## src/rtl/alu_req_arbiter.sv

```systemverilog
// Two-requester round-robin front end for a single shared ALU.
// Optional ALU_ARB_INVALID_BYPASS_EN: requests with inp_valid==00 are answered with err=1 and never issued.
module alu_req_arbiter #(
    parameter int WIDTH    = 8,
    parameter int CMD_BITS = 4,
    parameter int LAT      = 1,
    parameter int MUL_LAT  = 2
) (
    input  logic                  clk,
    input  logic                  rst,
    input  logic [1:0]            req_valid,
    output logic [1:0]            req_ready,
    input  logic [2*WIDTH-1:0]    req_opa,
    input  logic [2*WIDTH-1:0]    req_opb,
    input  logic [2*CMD_BITS-1:0] req_cmd,
    input  logic [1:0]            req_mode,
    input  logic [1:0]            req_cin,
    input  logic [3:0]            req_inp_valid,
    output logic [WIDTH-1:0]      alu_opa,
    output logic [WIDTH-1:0]      alu_opb,
    output logic [CMD_BITS-1:0]   alu_cmd,
    output logic                  alu_cin,
    output logic                  alu_ce,
    output logic                  alu_mode,
    output logic [1:0]            alu_inp_valid,
    input  logic [WIDTH:0]        alu_res,
    input  logic                  alu_oflow,
    input  logic                  alu_cout,
    input  logic                  alu_e,
    input  logic                  alu_g,
    input  logic                  alu_l,
    input  logic                  alu_err,
    output logic                  rsp_valid,
    input  logic                  rsp_ready,
    output logic                  rsp_id,
    output logic [WIDTH:0]        rsp_res,
    output logic [5:0]            rsp_flags
);

    localparam int MAX_L = (LAT > MUL_LAT) ? LAT : MUL_LAT;
    localparam int CNT_W = $clog2(MAX_L + 1);

    typedef enum logic [1:0] {IDLE, ISSUE, WAIT, RESP} state_t;

    state_t               state;
    logic                 last_grant;
    logic [CNT_W-1:0]     cnt;
    logic [CNT_W-1:0]     lat_l;
    logic [WIDTH-1:0]     l_opa;
    logic [WIDTH-1:0]     l_opb;
    logic [CMD_BITS-1:0]  l_cmd;
    logic                 l_mode;
    logic                 l_cin;
    logic [1:0]           l_iv;
    logic                 l_id;

    logic                 grant_idx;
    logic                 take;
    logic [WIDTH-1:0]     sel_opa;
    logic [WIDTH-1:0]     sel_opb;
    logic [CMD_BITS-1:0]  sel_cmd;
    logic [1:0]           sel_iv;
    logic                 sel_mul;

    // A grant is taken from plain IDLE, or in the same edge as the response handshake.
    always_comb begin
        grant_idx = 1'b0;
        if (req_valid == 2'b11) grant_idx = ~last_grant;
        else                    grant_idx = req_valid[1];
        take = (|req_valid) &&
               (((state == IDLE) && (req_ready == 2'b00)) || ((state == RESP) && rsp_ready));
        sel_opa = grant_idx ? req_opa[2*WIDTH-1:WIDTH] : req_opa[WIDTH-1:0];
        sel_opb = grant_idx ? req_opb[2*WIDTH-1:WIDTH] : req_opb[WIDTH-1:0];
        sel_cmd = grant_idx ? req_cmd[2*CMD_BITS-1:CMD_BITS] : req_cmd[CMD_BITS-1:0];
        sel_iv  = grant_idx ? req_inp_valid[3:2] : req_inp_valid[1:0];
        sel_mul = req_mode[grant_idx] &&
                  ((sel_cmd == CMD_BITS'(9)) || (sel_cmd == CMD_BITS'(10)));
    end

    always_ff @(posedge clk) begin
        if (rst) begin
            state         <= IDLE;
            last_grant    <= 1'b1;
            cnt           <= '0;
            lat_l         <= '0;
            l_opa         <= '0;
            l_opb         <= '0;
            l_cmd         <= '0;
            l_mode        <= 1'b0;
            l_cin         <= 1'b0;
            l_iv          <= 2'b00;
            l_id          <= 1'b0;
            req_ready     <= 2'b00;
            alu_opa       <= '0;
            alu_opb       <= '0;
            alu_cmd       <= '0;
            alu_cin       <= 1'b0;
            alu_ce        <= 1'b0;
            alu_mode      <= 1'b0;
            alu_inp_valid <= 2'b00;
            rsp_valid     <= 1'b0;
            rsp_id        <= 1'b0;
            rsp_res       <= '0;
            rsp_flags     <= '0;
        end else begin
            case (state)
                IDLE: begin
                    if (req_ready != 2'b00) begin
                        req_ready <= 2'b00;
`ifdef ALU_ARB_INVALID_BYPASS_EN
                        if (l_iv == 2'b00) begin
                            rsp_valid <= 1'b1;
                            rsp_id    <= l_id;
                            rsp_res   <= '0;
                            rsp_flags <= 6'b000001;
                            state     <= RESP;
                        end else
`endif
                        begin
                            alu_opa       <= l_opa;
                            alu_opb       <= l_opb;
                            alu_cmd       <= l_cmd;
                            alu_mode      <= l_mode;
                            alu_cin       <= l_cin;
                            alu_inp_valid <= l_iv;
                            alu_ce        <= 1'b1;
                            state         <= ISSUE;
                        end
                    end
                end
                ISSUE: begin
                    cnt   <= lat_l;
                    state <= WAIT;
                end
                WAIT: begin
                    // cnt==1 marks the edge that closes cycle issue+L, where the ALU result is valid.
                    if (cnt == CNT_W'(1)) begin
                        rsp_res       <= alu_res;
                        rsp_flags     <= {alu_oflow, alu_cout, alu_e, alu_g, alu_l, alu_err};
                        rsp_id        <= l_id;
                        rsp_valid     <= 1'b1;
                        alu_ce        <= 1'b0;
                        alu_inp_valid <= 2'b00;
                        state         <= RESP;
                    end else begin
                        cnt <= cnt - CNT_W'(1);
                    end
                end
                RESP: begin
                    if (rsp_ready) begin
                        rsp_valid <= 1'b0;
                        state     <= IDLE;
                    end
                end
                default: state <= IDLE;
            endcase

            if (take) begin
                req_ready  <= grant_idx ? 2'b10 : 2'b01;
                last_grant <= grant_idx;
                l_id       <= grant_idx;
                l_opa      <= sel_opa;
                l_opb      <= sel_opb;
                l_cmd      <= sel_cmd;
                l_mode     <= req_mode[grant_idx];
                l_cin      <= req_cin[grant_idx];
                l_iv       <= sel_iv;
                lat_l      <= sel_mul ? CNT_W'(MUL_LAT) : CNT_W'(LAT);
            end
        end
    end

endmodule

```

## config.mk

```make
export PLATFORM = sky130hd
export DESIGN_NAME = alu_req_arbiter
export DESIGN_NICKNAME = d
export VERILOG_FILES = /design/src/rtl/alu_req_arbiter.sv
export SDC_FILE = /design/constraint.sdc
export NUM_CORES = 1
export LEC_CHECK = 0
export CAP_MARGIN = 10
export CORE_ASPECT_RATIO = 1.4
export CORE_UTILIZATION = 41
export DETAILED_ROUTE_END_ITERATION = 12
export PLACE_DENSITY_LB_ADDON = 0.08
export SLEW_MARGIN = 0
export SYNTH_ARGS = -nofsm -noshare
export SYNTH_HDL_FRONTEND = slang
export SYNTH_SLANG_ARGS = --single-unit
export TNS_END_PERCENT = 50
```

## constraint.sdc

```tcl
create_clock -name clk -period 1.6 [get_ports clk]
set_input_delay 0.4 -clock clk [delete_from_list [all_inputs] [get_ports clk]]
set_output_delay 0.4 -clock clk [all_outputs]
set_load 0.005 [all_outputs]
```

==> results of run 1 <==
==> stage by stage <==
stage	worst slack, ns	setup TNS [ns]	instance area (um^2)	total power, mW
6_report	0.0191	0	5110	7.23
2_1_floorplan	0.0113	0	3190	3.94
3_3_place_gp	-0.232	-5.52	4580	4.96
4_1_cts	0.000102	0	4810	6.61
3_5_place_dp	-0.272	-6.25	4580	5.02
5_1_grt	-0.0233	-0.0855	5110	7.66
==> how the worst max path moves through the flow <==
stage,slack [ns],start,endpoint
floorplan,0.01,state[0]$_SDFFE_PP0P_,state[1]$_SDFFE_PP0P_
global placement,-0.23,req_valid[1],l_opb[2]$_SDFFE_PP0P_
detailed placement,-0.27,req_valid[1],l_opb[2]$_SDFFE_PP0P_
CTS,0.0001,alu_opa[0]$_SDFFE_PP0P_,alu_opa[0]
global route,-0.02,state[1]$_SDFFE_PP0P_,l_cmd[0]$_SDFFE_PP0P_
finish,0.02,state[1]$_SDFFE_PP0P_,req_ready[1]$_SDFFE_PP0P_
==> per-layer routing <==
layer,up-vias,share of wire (%),track usage (%)
met4,0,2.0,9.75
met1,1495,41,24.4
li1,1618,-,-
met3,15,5.0,4.98
met5,-,0,0
met2,116,52,38.4
==> Yosys cell counts (all sizes together) <==
cell type,instances
a21oi,63
nand2b,3
o211a,1
o22a,1
a311oi,4
nand2,112
a22oi,2
a2111oi,1
nor2,16
and2,3
inv,4
clkbuf,22
ha,6
o22ai,1
dfxtp,76
and4,1
o21a,1
o211ai,3
nand3b,3
a2bb2oi,1
xnor2,1
nor3,1
a32o,19
buf,8
a221oi,1
nand3,1
mux2i,2
or3b,1
o21ai,24
a211oi,1
xor2,1
a21boi,1
nor3b,2
==> where the power goes <==
| group | internal (mW) | total (mW) | switching, mW |
|---|---|---|---|
| clock | 0.878 | 1.58 | 0.703 |
| sequential | 2.27 | 2.48 | 0.206 |
| combinational | 1.66 | 3.17 | 1.51 |
==> cells by family after synthesis <==
| group | Yosys count |
|---|---|
| AO/OA/AOI/OAI | 124 |
| XOR/XNOR | 2 |
| adder cells (fa/ha/maj) | 6 |
| buffers and inverters | 34 |
| flip-flops | 76 |
| multiplexers | 2 |
| AND/OR/NAND/NOR | 143 |
==> critical path: stages (launching register included) <==
cell and delay [ns]:
dfxtp_2 0.33, buf_6 0.13, ha_4 0.15, and2_4 0.13, buf_8 0.13, o22ai_4 0.14, buf_12 0.15, buf_6 0.10
nand3b_1 0.09, a21oi_2 0.14
==> timing repair <==
item / in CTS / in global routing
setup endpoints to repair: 34 / 53
setup buffers: 3 / 6
resized for setup: 41 / 55
pin swaps: 0 / 13
gates cloned: 0 / 4
==> state kept, by name (all words and copies together), names as in the netlist <==
register	count
alu_opb	8
lat_l	2
rsp_id	1
l_iv	2
state	2
l_opb	8
alu_ce	1
last_grant	1
alu_cin	1
req_ready	2
l_mode	1
alu_opa	8
l_opa	8
l_cmd	4
alu_mode	1
l_cin	1
rsp_valid	1
cnt	2
alu_cmd	4
rsp_res	9
l_id	1
rsp_flags	6
alu_inp_valid	2
==> cell type report <==
type / count / area, um^2 / share of cell area (%)
multi-input combinational: 278 / 1630 / 31.9
timing repair buffer: 155 / 1570 / 30.8
sequential: 76 / 1550 / 30.4
clock buffer: 10 / 128 / 2.50
tap: 97 / 121 / 2.38
clock inverter: 6 / 88.8 / 1.74
inverter: 4 / 15.0 / 0.294
==> summary.md, run 1 <==
| Metric | Value |
|---|---|
| GRT Total Usage | 21.6% |
| Non-filler cells, final | 626 |
| Area Overhead vs Synth | 60.0% |
| Die area | 8150 um^2 |
| Crit path time final | 1.58 ns |
| Yosys Warn Count | 0 |
| Fin Hold WS | between 0.4 and 0.5 ns |
| Final period util | 98.8% |
| Reg-to-reg slack, setup | 0.02 ns |
| FF-to-FF Start | state[1]$_SDFFE_PP0P_ |
| Max FO, Critical Path | 6 |
| Seq/Total Area, Yosys | about 48% |
| CTS root buffer | clkbuf_8 |
| Post-layout util | 68.5% |
| Startpoint types | register |
| Yosys cell types | 39 |
| Clock Latency Late Sink | 0.35 ns |
| XOR/XNOR Fraction of Synth Area | 0.549% |
| Post-route ant nets | 0 |
| Yosys reg bits | 76 |
| Std-Cell Rows | 37 |
| Clock buffer depth | 2 |
| CTS Hold Bufs | 0 |
| Gr ovfl total | 0 |
| Most frequent cells in the layout | nand2_1, clkdlybuf4s50_1, a21oi_1 |
| Initial antenna violation count | 0 |
| Clk_skew | 0.00581 ns |
| Wirelength, routed | 9130 um |
| Post-synthesis mux area share | less than 1% |
| Total number of vias | 3244 |
| Ant diodes | 0 |
| DR iter-0 viols | 122 |
| Vias per inst | slightly above 5 |
| Post-synth top area cell | dfxtp_1 |
| Gpl congestion | 0.815 |
| Vias in the first global route | ~2900 |
| Initial core utilization | 42.8% |
| Main combinational cell family by area after synthesis | compound AO/OA/AOI/OAI gates |
| Peak supply drop | ~0.74 mV |
| WL/cell | approximately 15 um |
| Adder-cell area share of the yosys netlist | 2.35% |
| Slew headroom | 63.8% |
| Most common cell after layout, fill and taps aside | nand2_1 |
| Layout net count | 598 |
| Final setup vio count | 0 |
| Worst slew pin tran | 0.544 ns |
| Layout cells sized above 1 | 20.0% |
| I/O pin total | 112 |
| Placed Cells | 597 |
| Fmax | 633 MHz |
| IO Port Bufs | about 110 |
| CTS tree | yes |
| Clock sinks | 76 |
| Cells on worst reg2reg path | 9 |
| Die X | between 70 and 80 um |
| Compound-Gate Fraction of Synth Area | around a quarter |
| Die height | 106 um |
| Post-synthesis simple-gate area fraction | a little under a fifth |
| Core footprint | 7450 um^2 |
| CTS clk-pin slew, worst paths | 0.08 ns |
| Net count after synthesis | 461 |
| CP arrival | 1.85 ns |
| Status | finished, final reports clean |
| Avg Cell Area, Syn | roughly 8.2 um^2 |
| Hold Crit Start | l_cmd[2]$_SDFFE_PP0P_ |
| Post-Syn Instances | 387 |
| Synth area leaders | dfxtp_1, nand2_1, a21oi_1 |
| Largest net degree at the start of global routing | 25 |
| Required time worst endpoint | 1.87 ns |
| Worst r2r dst | req_ready[1]$_SDFFE_PP0P_ |
| Worst Setup End Kind | register |
| RSZ-0062 raised after global routing | true |
| Syn Std Cell Area | between 3000 and 4000 um^2 |
| CTS buffer count | 9 |
| Final Hold Fails | 0 |
| Pwr Density | between 1000 and 1500 nW/um^2 |
| Max_cap viols | 0 |
| Fill count | 641 |
| Worst hold path depth | 2 |
| Leak | 2.24 nW |
| Crit Path Category | reg -> reg |
| Hold crit path type | reg -> reg |
| Synth top area share | 47.7% |
| # H-tree levels | 3 |
| Drt drc | 0 |
| Router iterations before antenna repair | 5 |
| Final HPWL DP | 6210 um |
| First-pass GRT wire length | between 10000 and 15000 um |
| Hold Path End | alu_cmd[2]$_SDFFE_PP0P_ |
| Fin. max-slew vios | 0 |
(Power assumes the default switching activity.)
==> run 2: changes to the inputs <==
- ABC_AREA: unset -> 1
- CTS_CLUSTER_DIAMETER: unset -> 120
- SKIP_CTS_REPAIR_TIMING: unset -> 1
==> summary.md, run 2 <==
| Metric | Value |
|---|---|
| Worst hold path depth | 2 |
| Crit path time final | 1.57 ns |
| Peak supply drop | 0.706 mV |
| Required time worst endpoint | 1.20 ns |
| First-pass GRT wire length | 14000 um |
| IO Port Bufs | 111 |
| Core footprint | 7500 um^2 |
| Final HPWL DP | 5970 um |
| Net count after synthesis | 517 |
| Clock Latency Late Sink | 0.35 ns |
| Initial antenna violation count | 0 |
| RSZ-0062 raised after global routing | true |
| Post-synthesis mux area share | 0% |
| Hold Path End | alu_cmd[1]$_SDFFE_PP0P_ |
| Main flop type after synthesis | dfxtp_1 |
| Fin Hold WS | 0.462 ns |
| Final WS setup | 0.0283 ns |
| Layout net count | 640 |
| Ant diodes | 0 |
| Gpl congestion | 0.817 |
| Clk_skew | 0.00925 ns |
| Internal power | 4.65 mW |
| CTS root buffer | clkbuf_8 |
| Compound-Gate Fraction of Synth Area | about 15% |
| Fmax | 636 MHz |
| I/O pin total | 112 |
| Avg Cell Area, Syn | 7.29 um^2 |
| Reg-to-reg slack, setup | 0.09 ns |
| Post-synthesis simple-gate area fraction | 28.3% |
| Final Hold Fails | 0 |
| Slowest CP cell | clkdlybuf4s50_1 |
| Most frequent cell after synthesis | nand2_1 |
| Final setup vio count | 0 |
| CTS tree | yes |
| Most common cell after layout, fill and taps aside | nand2_1 |
| Crit Path Category | reg -> out |
| Fin. max-slew vios | 0 |
| Yosys Warn Count | 0 |
| Worst Setup End Kind | output port |
| Hold crit path type | reg -> reg |
| Yosys cell types | 28 |
| Synth area leaders | dfxtp_1, nand2_1, nor2_1 |
| WL/cell | 12.7 um |
| Worst r2r dst | l_cmd[1]$_SDFFE_PP0P_ |
| Wirelength, routed | between 8000 and 9000 um |
| CP arrival | 1.17 ns |
| Clock network power share | between 20% and 30% |
| Seq/Total Area, Yosys | 47.1% |
| Most frequent cells in the layout | nand2_1, nor2_1, clkdlybuf4s50_1 |
| Tot Pwr | 7.21 mW |
| Final period util | 98.2% |
| CP max stage delay | 0.49 ns |
| Die height | 107 um |
| CTS buffer count | 9 |
| Drt drc | 0 |
| WP buf/inv | 1 |
| CP Launch Point | alu_ce$_SDFFE_PP0P_ |
| Gr ovfl total | 0 |
| CP Depth | 1 |
| Status | finished, final reports clean |
| CP delay by family, top | buffers and inverters |
| Sw frac | 35.5% |
| Synth top cells by count | nand2_1, dfxtp_1, nor2_1 |
| Yosys reg bits | 76 |
| Router iterations before antenna repair | 4 |
| Largest net degree at the start of global routing | 29 |
| Worst slack, placed | -0.193 ns |
| Comb power frac | a little over two fifths |
| Clock buffer depth | 2 |
| Pwr Density | 1460 nW/um^2 |
| Std-Cell Rows | 37 |
| Worst path cell trace | clkdlybuf4s50_1 |
| Startpoint types | register |
| # H-tree levels | 3 |
| Adder-cell area share of the yosys netlist | 2.32% |
| Worst slew pin tran | 0.338 ns |
| GRT Total Usage | 21.5% |
| Placed Instance Area | 4570 um^2 |
| Die X | 77.0 um |
| Total number of vias | 3255 |
| Synth top area share | 47.1% |
| Max FO, Critical Path | 2 |
| Vias in the first global route | 3180 |
| Leak | 2.65 nW |
| FF-to-FF Start | state[0]$_SDFFE_PP0P_ |
| Initial core utilization | 43.1% |
| Post-synth top area cell | dfxtp_1 |
| Area Overhead vs Synth | 52.5% |
| Post-route ant nets | 0 |
| Clock sinks | 76 |
| Sequential power share | 38.3% |
| Main combinational cell family by area after synthesis | simple AND/OR/NAND/NOR gates |
| Die area | 8240 um^2 |
| Vias per inst | 4.87 |
| EDFF count, synth | 0 |
| CTS clk-pin slew, worst paths | 0.08 ns |
| Layout cells sized above 1 | 14.4% |
| Slew headroom | 77.5% |
| Biggest register | rsp_res |
| Max_cap viols | 0 |
| DR iter-0 viols | 183 |
| Async set-reset flop share out of synthesis | 0% |
| Post-Syn Instances | 443 |
| Hold Crit Start | l_cmd[1]$_SDFFE_PP0P_ |
| XOR/XNOR Fraction of Synth Area | 0% |
| Final instance area | 4920 um^2 |
| Switching component of the power | 2.56 mW |
| Max reg flops | 9 |
| Cells on worst reg2reg path | 8 |
| Syn Std Cell Area | 3230 um^2 |
==> run 2: cell count changes in the layout (fill, tap and decap cells not counted), moves of 6 or more <==
cell,previous run,this run
a32o_1,19,0
dlymetal6s2s_1,16,36
buf_4,31,20
inv_1,2,18
dfxtp_2,20,26
clkdlybuf4s50_1,67,75
dlygate4sd2_1,27,0
o21ai_0,22,44
a21oi_1,61,38
nand3_1,0,30
nor2_1,16,75
==> run 2: layout make-up <==
cell class | instances | area, um^2
clock buffers | 11 | 131
clock inverters | 5 | 61.3
fillers | 719 | 2570
inverters | 20 | 80.1
multi-input cells | 320 | 1500
flip-flops and latches | 76 | 1550
well taps | 97 | 121
repair buffers | 138 | 1470
repair inverters | 1 | 5.00
==> run 2: worst max-delay path by stage <==
| stage | endpoint | slack, ns |
|---|---|---|
| global route | alu_opa[0]$_SDFFE_PP0P_ | -0.03 |
| global placement | lat_l[0]$_SDFFE_PP0P_ | -0.12 |
| detailed placement | lat_l[0]$_SDFFE_PP0P_ | -0.19 |
| finish | alu_ce | 0.03 |
| floorplan | rsp_flags[5]$_SDFFE_PP0P_ | 0.15 |
| CTS | req_ready[0] | -0.06 |
==> run 2: through the flow <==
step / TNS [ns] / utilization [%] / std cells
after floorplan: 0 / - / 443
after global placement: -2.71 / 60.9 / 650
after detailed placement: -3.54 / 60.9 / 650
after CTS: -0.396 / 63.5 / 666
after global routing: -0.0434 / 65.7 / 668
final: 0 / 65.7 / 668
==> run 2: layer usage <==
layer	vias up	part of all wire (%)	track usage [%]
met5	-	0	0
met2	109	49	37.7
met3	17	5.7	4.68
met1	1453	43	24.1
met4	0	2.6	11.6
li1	1676	-	-
==> run 2: cell families (layout without fill, tap and decap cells) <==
family,count (synthesis),count (layout)
flops,76,76
simple gates,222,222
buf+inv,47,175
fa+ha+maj,6,6
compound gates,92,92
==> run 2: power by group through the flow <==
stage	registers, mW	logic (mW)	clock network [mW]
floorplan	2.76	1.60	0
global placement	2.76	2.93	0
detailed placement	2.78	2.99	0
CTS	2.74	3.01	1.47
global route	2.83	3.36	1.57
finish	2.76	3.01	1.44
==> run 3: changes to the inputs <==
- CORE_MARGIN: unset -> 2
- REMOVE_ABC_BUFFERS: unset -> 1
- clock period: 1.6 -> 1.4 ns (I/O delays scaled with it)
==> summary.md, run 3 (synthesis gave the netlist of run 2 again) <==
| Metric | Value |
|---|---|
| Final period util | 102% |
| Pwr Density | between 1500 and 2000 nW/um^2 |
| Max_cap viols | 0 |
| Clk_skew | 0.0126 ns |
| I/O pin total | 112 |
| Core footprint | 7700 um^2 |
| Std-Cell Rows | 38 |
| # H-tree levels | 3 |
| Fin Hold WS | 0.453 ns |
| Required time worst endpoint | 1.67 ns |
| Max reg flops | 9 |
| First-pass GRT wire length | between 10000 and 15000 um |
| CP arrival | 1.71 ns |
| FF-to-FF Start | state[0]$_SDFFE_PP0P_ |
| Most common cell after layout, fill and taps aside | nand2_1 |
| Slew headroom | 69.9% |
| Leak | 3.04 nW |
| Final instance area | between 5000 and 6000 um^2 |
| Biggest register | rsp_res |
| Failing checks | negative setup slack |
| Area Overhead vs Synth | 69.9% |
| Layout net count | 655 |
| Placed Instance Area | 4600 um^2 |
| CP Launch Point | state[0]$_SDFFE_PP0P_ |
| Crit path time final | around 1.4 ns |
| Final Hold Fails | 0 |
| Final setup vio count | 12 |
| Worst slew pin tran | 0.452 ns |
| Worst Setup End Kind | register |
| Wirelength, routed | 9430 um |
| Clock sinks | 76 |
| CTS tree | yes |
| WL/cell | ~14 um |
| Fill count | 651 |
| Clock buffer depth | 2 |
| IO Port Bufs | ~110 |
| Total number of vias | roughly 3400 |
| Tot Pwr | 9.69 mW |
| DR iter-0 viols | 175 |
| Ant diodes | 0 |
| Status | finished, violations left |
| GRT Total Usage | 20.5% |
| Vias in the first global route | 3074 |
| Fin. max-slew vios | 0 |
| Largest net degree at the start of global routing | 29 |
| Gr ovfl total | 0 |
| Fmax | 697 MHz |
| Hold Crit Start | l_mode$_SDFFE_PP0P_ |
| Clock Latency Late Sink | 0.35 ns |
| CTS buffer count | 9 |
| Drt drc | 0 |
| Sum of negative setup slack | -0.257 ns |
| Max FO, Critical Path | 7 |
| Crit Path Category | reg -> reg |
| RSZ-0062 raised after global routing | true |
| Startpoint types | register |
| Initial core utilization | between 40% and 50% |
| Peak supply drop | 0.946 mV |
| Vias per inst | 4.92 |
| Gpl congestion | 0.772 |
| Initial antenna violation count | 0 |
| Die height | 109 um |
| Router iterations before antenna repair | 4 |
| Die X | approximately 79 um |
| Die area | 8610 um^2 |
| Most frequent cells in the layout | nand2_1, nor2_1, clkdlybuf4s50_1 |
| Final WS setup | -0.0339 ns |
| Hold crit path type | reg -> reg |
| Layout cells sized above 1 | between 20% and 30% |
| Final HPWL DP | 5960 um |
| CTS root buffer | clkbuf_8 |
| CTS clk-pin slew, worst paths | 0.08 ns |
| Post-route ant nets | 0 |
[run 3: cell types whose count changed in the layout (fill, tap and decap cells not counted), moves of 4 or more]
cell	delta
inv_1	-5
buf_12	+4
dfxtp_1	+6
nand2_1	-22
clkdlybuf4s50_1	-10
a21oi_1	-22
o21ai_1	+5
dfxtp_2	-8
nand2_4	+13
dlymetal6s2s_1	+10
a21oi_2	+22
nand2_2	+9
o21ai_0	-7
[run 3: per-stage QoR]
stage	setup slack (ns)	util (%)	instances
4_1_cts	-0.201	62.2	671
3_5_place_dp	-0.383	59.7	655
3_3_place_gp	-0.350	59.7	655
6_report	-0.0339	71.2	686
5_1_grt	-0.0998	71.2	686
2_1_floorplan	-0.845	-	416
[run 3: worst paths after layout]
kind / slack, ns / endpoint / depth (start not counted)
setup / recovery: -0.03 / req_ready[0]$_SDFFE_PP0P_ / 9
setup reg to reg: -0.03 / req_ready[0]$_SDFFE_PP0P_ / 9
hold reg to reg: 0.45 / alu_mode$_SDFFE_PP0P_ / 2
hold / removal: 0.45 / alu_mode$_SDFFE_PP0P_ / 2
[run 3: power breakdown]
group	leakage [nW]	switching [mW]	internal (mW)
Sequential	0.631	0.393	2.84
Combinational	2.31	2.46	2.38
Clock	0.100	0.799	0.824
[run 3: cell type report]
cell class / instances / area, um^2 / area share, %
Multi-Input combinational cell: 320 / 1800 / 32.8
Timing Repair Buffer: 151 / 1690 / 30.9
Sequential cell: 76 / 1550 / 28.3
Clock buffer: 10 / 128 / 2.33
Tap cell: 100 / 125 / 2.28
Inverter: 20 / 95.1 / 1.73
Clock inverter: 6 / 62.6 / 1.14
Timing Repair inverter: 3 / 31.3 / 0.570
[run 3: layer usage]
layer / global-route usage, % / routed length, um / vias to the layer above
met5: 0 / 0 / -
met4: 8.87 / 148 / 0
met3: 2.57 / 512 / 13
met2: 35.7 / 4790 / 103
met1: 25.3 / 3980 / 1544
li1: - / - / 1713
[run 3: worst max-delay path, stage by stage, from the launching register on]
cell,delay [ns]
dfxtp_4,0.38
inv_4,0.05
ha_4,0.16
nand2_4,0.07
nand2_4,0.06
o21ai_4,0.14
buf_12,0.16
buf_12,0.14
nand3_2,0.07
a21oi_2,0.13
